[src/rtl/instruction_fetch.sv]
// instruction_fetch: fetch/decode-front stage of the 16-bit single-cycle RISC core.
// Holds the PC, fetches one instruction word per request over a req/ack handshake,
// latches it in the instruction register and presents the split fields to decode.
// A redirect arriving while a request is outstanding parks the FSM in DRAIN so the
// stale response is swallowed rather than issued.
//
// Optional feature: define FETCH_CNT_EN to add fetch_count_o, a 16-bit wrapping
// count of accepted instructions. Without the macro the port and counter are absent.
module instruction_fetch #(
   parameter int unsigned       ADDR_W   = 16,
   parameter int unsigned       IMM_W    = 6,       // legal range 1..6
   parameter logic [ADDR_W-1:0] RESET_PC = '0,
   parameter int unsigned       PC_STEP  = 1
) (
   input  logic              clk_i,
   input  logic              rst_i,
   input  logic              run_i,
   output logic              imem_req_o,
   output logic [ADDR_W-1:0] imem_addr_o,
   input  logic              imem_ack_i,
   input  logic [15:0]       imem_rdata_i,
   input  logic              redirect_i,
   input  logic [ADDR_W-1:0] redirect_pc_i,
   output logic              instr_valid_o,
   input  logic              instr_ready_i,
   output logic [ADDR_W-1:0] pc_o,
   output logic [15:0]       instr_o,
   output logic [3:0]        opcode_o,
   output logic [2:0]        rd_o,
   output logic [2:0]        rs_o,
   output logic [2:0]        rt_o,
   output logic [IMM_W-1:0]  imm_o
`ifdef FETCH_CNT_EN
   ,
   output logic [15:0]       fetch_count_o
`endif
);

   typedef enum logic [1:0] {
      S_IDLE  = 2'd0,
      S_REQ   = 2'd1,
      S_HOLD  = 2'd2,
      S_DRAIN = 2'd3
   } state_t;

   state_t            state;
   logic [ADDR_W-1:0] pc;
   logic [ADDR_W-1:0] req_addr;
   logic [15:0]       ir;
   logic              valid;
   logic              req;
   logic [ADDR_W-1:0] pc_next;

   // Sequential PC advance; wraps modulo 2^ADDR_W with no special handling.
   assign pc_next = pc + ADDR_W'(PC_STEP);

   // Fetch FSM: redirect is checked first in every state; all outputs are registered.
   always_ff @(posedge clk_i or posedge rst_i) begin
      if (rst_i) begin
         // NOTE: every register here, the IR included, is reset so the fields read 0
         // out of reset; sequential state always uses <= so all flops sample together.
         state    <= S_IDLE;
         pc       <= RESET_PC;
         req_addr <= RESET_PC;
         ir       <= 16'h0000;
         valid    <= 1'b0;
         req      <= 1'b0;
      end else if (redirect_i) begin
         pc    <= redirect_pc_i;
         valid <= 1'b0;
         case (state)
            S_HOLD: begin
               // Any same-cycle accept is discarded: the held word was on the wrong path.
               if (run_i) begin
                  state    <= S_REQ;
                  req_addr <= redirect_pc_i;
                  req      <= 1'b1;
               end else begin
                  state <= S_IDLE;
               end
            end
            S_REQ: begin
               // Response arriving now is stale; reissue at the target right away.
               // Otherwise keep req up and swallow the late response in DRAIN.
               if (imem_ack_i) req_addr <= redirect_pc_i;
               else            state    <= S_DRAIN;
            end
            default: ;  // IDLE and DRAIN only take the new pc
         endcase
      end else begin
         case (state)
            S_IDLE: begin
               if (run_i) begin
                  state    <= S_REQ;
                  req_addr <= pc;
                  req      <= 1'b1;
               end
            end
            S_REQ: begin
               if (imem_ack_i) begin
                  state <= S_HOLD;
                  ir    <= imem_rdata_i;
                  valid <= 1'b1;
                  req   <= 1'b0;
               end
            end
            S_HOLD: begin
               if (instr_ready_i) begin
                  pc    <= pc_next;
                  valid <= 1'b0;
                  if (run_i) begin
                     state    <= S_REQ;
                     req_addr <= pc_next;
                     req      <= 1'b1;
                  end else begin
                     state <= S_IDLE;
                  end
               end
            end
            S_DRAIN: begin
               // Drop the stale word and fetch from the redirected pc.
               if (imem_ack_i) begin
                  state    <= S_REQ;
                  req_addr <= pc;
               end
            end
            default: state <= S_IDLE;
         endcase
      end
   end

`ifdef FETCH_CNT_EN
   logic [15:0] fetch_count;

   // Accepted-instruction counter; a redirect in the accept cycle cancels the count.
   always_ff @(posedge clk_i or posedge rst_i) begin
      if (rst_i)                                       fetch_count <= 16'h0000;
      else if (valid && instr_ready_i && !redirect_i) fetch_count <= fetch_count + 16'd1;
   end

   assign fetch_count_o = fetch_count;
`endif

   assign imem_req_o    = req;
   assign imem_addr_o   = req_addr;
   assign instr_valid_o = valid;
   assign pc_o          = pc;
   assign instr_o       = ir;

   // Decoded fields read as 0 whenever the IR does not hold a valid word.
   assign opcode_o = valid ? ir[15:12]      : 4'h0;
   assign rd_o     = valid ? ir[11:9]       : 3'h0;
   assign rs_o     = valid ? ir[8:6]        : 3'h0;
   assign rt_o     = valid ? ir[5:3]        : 3'h0;
   assign imm_o    = valid ? ir[IMM_W-1:0]  : '0;

endmodule
[config.mk]
export PLATFORM = sky130hd
export DESIGN_NAME = instruction_fetch
export DESIGN_NICKNAME = d
export VERILOG_FILES = /design/src/rtl/instruction_fetch.sv
export SDC_FILE = /design/constraint.sdc
export NUM_CORES = 1
export LEC_CHECK = 0
export CAP_MARGIN = 20
export CORE_ASPECT_RATIO = 1.1
export CORE_MARGIN = 2
export CORE_UTILIZATION = 39
export DETAILED_ROUTE_END_ITERATION = 8
export HOLD_SLACK_MARGIN = 0.08
export PLACE_DENSITY_LB_ADDON = 0.12
export SYNTH_ARGS = -nofsm -noshare
export SYNTH_HDL_FRONTEND = slang
export SYNTH_SLANG_ARGS = --single-unit
export TNS_END_PERCENT = 100
[constraint.sdc]
create_clock -name clk_i -period 3.1 [get_ports clk_i]
set_clock_uncertainty 0.1 [all_clocks]
set_input_delay 0.465 -clock clk_i [delete_from_list [all_inputs] [get_ports clk_i]]
set_output_delay 0.465 -clock clk_i [all_outputs]
set_load 0.05 [all_outputs]
==> metrics.txt <==
flops & latches, synth 52; post-synthesis compound-gate area fraction 0.140; share of the synthesized area in the top cell type 0.426; Reg clk slew, reported paths 0.09 ns; Gate power share 0.623; Area Overhead vs Synth 40.8%; sequential power share 0.288; mean number of vias per cell 5.36; Ys Warns 0; DP Worst Slack 0.273 ns; P per Cell Area 989 nW/µm²; GR met2 Demand/Resource 0.325; Ports 107; list of most frequent post-synthesis cells dfrtp_1 (52), mux2_2 (25), nand2_1 (21); # Post-CTS Setup Buffers 0; GR Util All Layers 0.204; min-delay src imem_addr_o[10]; grt total ovfl 0; Hold WC Path Type flip-flop to flip-flop; fmax 0.386 GHz; first-pass GRT wire length 14.0 mm; worst skew pair latency 0.31 ns; H-tree depth 2; status finished clean; clk buf depth 2; Starting Density 0.407; Yosys top cell by area dfrtp_1; switching power 0.00218 W; layout cells sized above 1 0.127; Root Buffer clkbuf_8; ANT cells 0; WP data required 2.53 ns; multiplexer area fraction after synthesis 0.0987; post-route ant nets 0; slew margin rel. 0.534; critical path launch point type flip-flop; Post-Synth XOR/XNOR Area 0.0459; largest family of logic cells by synthesized area simple AND/OR/NAND/NOR gates; met3 Use GR 0.0614; reg-to-reg critical path startpoint state[0]; initial antenna violation count 0; Final Cell Area 4300 µm²; WL per Instance 16.1 µm; gp weighted congestion 0.827; Max VDD drop 0.000653 V; Syn Area/Cell 9.58 µm²; Post-Synth Simple-Gate Area 0.227; chip height 96.8 µm; Tot Pwr 0.00426 W; final WL 8.41 mm; total negative slack 0 ns; Max FO, Critical Path 19; cell count after synthesis 319; largest net degree at the start of global routing 30; final hold viol count 0; TritonRoute pass-1 iters 4; sequential-to-total area share from yosys stat 0.426; dominant synthesized flop cell dfrtp_1; filler cell count 709; post-layout net count 457; vias in the first global route 2885; placed cells 516; RSZ-0062 raised after global routing false; min Tclk post-route 2.59 ns; area post-placement 4230 µm²; sw frac 0.511; die width 88.4 µm; cell internal pwr 0.00208 W; met1 Usage GRT 0.268; TritonCTS Buffers 5; count leader, synth dfrtp_1; Synth area leaders dfrtp_1 (43%), mux2_2 (9.2%), and2_1 (3.5%), xnor2_1 (3.4%), nor4_1 (3.1%); Clk pwr share 0.089; layer with the highest usage met2; Finished Layout Cells 523; crit end category primary output; Pleak 1.65 nW; Setup Viol. Count Final 0; Worst R2R Setup Slack 0.64 ns; Synth async-reset ratio 1.00; row count 33; Core ar. 7510 µm²; Netlist Area Pre-Place 3060 µm²; setup ws final 0.512 ns; R2R cell count 5; CTS Sinks 52; post-cts hold buffer count 0; DR iter-0 viols 167; Post-DP HPWL 6.08 mm; drt drc 0; detailed-route via count 2805; syn_nets 358; Post-Synth Adder-Cell Area 0.00410; post-cts sizing count 0; hold depth 1; crit path from instr_valid_o; critical path type flip-flop to primary output; die area 8560 µm²; Max Slew Vio Count 0; Buffers on Ports 106; max-cap viol count 0; crit path DAT 2.02 ns; TritonCTS clock tree done; post-route clock period utilization 0.835; Slew @ Worst Pin 0.696 ns; Post-synth EDFFs 0; number of distinct library cells after synthesis 49
-- power groups by stage --
stage / registers (W) / logic [W] / clock network, W
global route: 0.00128 / 0.00280 / 0.000417
detailed placement: 0.00124 / 0.00266 / 0
finish: 0.00123 / 0.00265 / 0.000378
floorplan: 0.00197 / 0.00102 / 0
CTS: 0.00123 / 0.00267 / 0.000392
global placement: 0.00123 / 0.00262 / 0
-- metal layers --
| metal | routed length (µm) | vias to the layer above |
|---|---|---|
| met4 | 103 | 0 |
| met2 | 4130 | 100 |
| met1 | 3530 | 1344 |
| li1 | - | 1353 |
| met5 | 0 | - |
| met3 | 638 | 8 |
-- stage by stage --
step / util / hold slack (ns)
4_1_cts: 0.573 / 0.423
6_report: 0.573 / 0.415
3_5_place_dp: 0.562 / 0.399
2_1_floorplan: - / 0.463
5_1_grt: 0.573 / 0.434
3_3_place_gp: 0.561 / 0.378
-- cells in the final DEF, fill, tap and decap left out, types with 4 or more instances in the layout --
master	instances
clkdlybuf4s50_1	106
dfrtp_1	52
mux2_2	25
nand2_1	21
and2_1	17
nor2_1	16
nand3_1	15
nor4_1	15
a21oi_1	14
o21ai_0	14
xnor2_1	12
buf_4	12
nand4_1	9
inv_1	8
a31oi_1	7
o31a_1	7
nand2b_1	6
nor3_1	6
clkbuf_8	5
xor2_1	4
-- flip-flops by register name (all words and copies together), names as in the netlist --
register,cells
state,2
imem_addr_o,16
instr_o,16
pc_o,16
instr_valid_o,1
imem_req_o,1
-- worst paths after layout --
check	to
worst max-delay path	rt_o[2]
worst min-delay path	imem_addr_o[10]
worst max register to register	imem_addr_o[1]
worst min register to register	imem_addr_o[10]
max in group asynchronous	imem_addr_o[12]
min in group asynchronous	instr_o[3]
-- kinds of logic after synthesis --
kind of cell | count (synthesis)
AOI/OAI and AO/OA | 62
xor gates and xnor gates | 16
adders and majority gates | 1
buffers and inverters | 37
DFF | 52
muxes | 27
and+or+nand+nor | 124
-- worst max-delay path: stages (launching register included) --
cell and delay, ns:
dfrtp_1 0.67, and2_1 0.23, clkdlybuf4s50_1 0.81
-- layout make-up --
cell class | instances | area (µm²) | share of cell area
multi-input cells | 230 | 1580 | 0.366
flip-flops and latches | 52 | 1300 | 0.302
repair buffers | 120 | 1180 | 0.275
well taps | 105 | 131 | 0.0305
clock buffers | 6 | 72.6 | 0.0169
inverters | 9 | 33.8 | 0.00785
clock inverters | 1 | 5.00 | 0.00116
No activity file was read; power rests on OpenSTA's default activity.
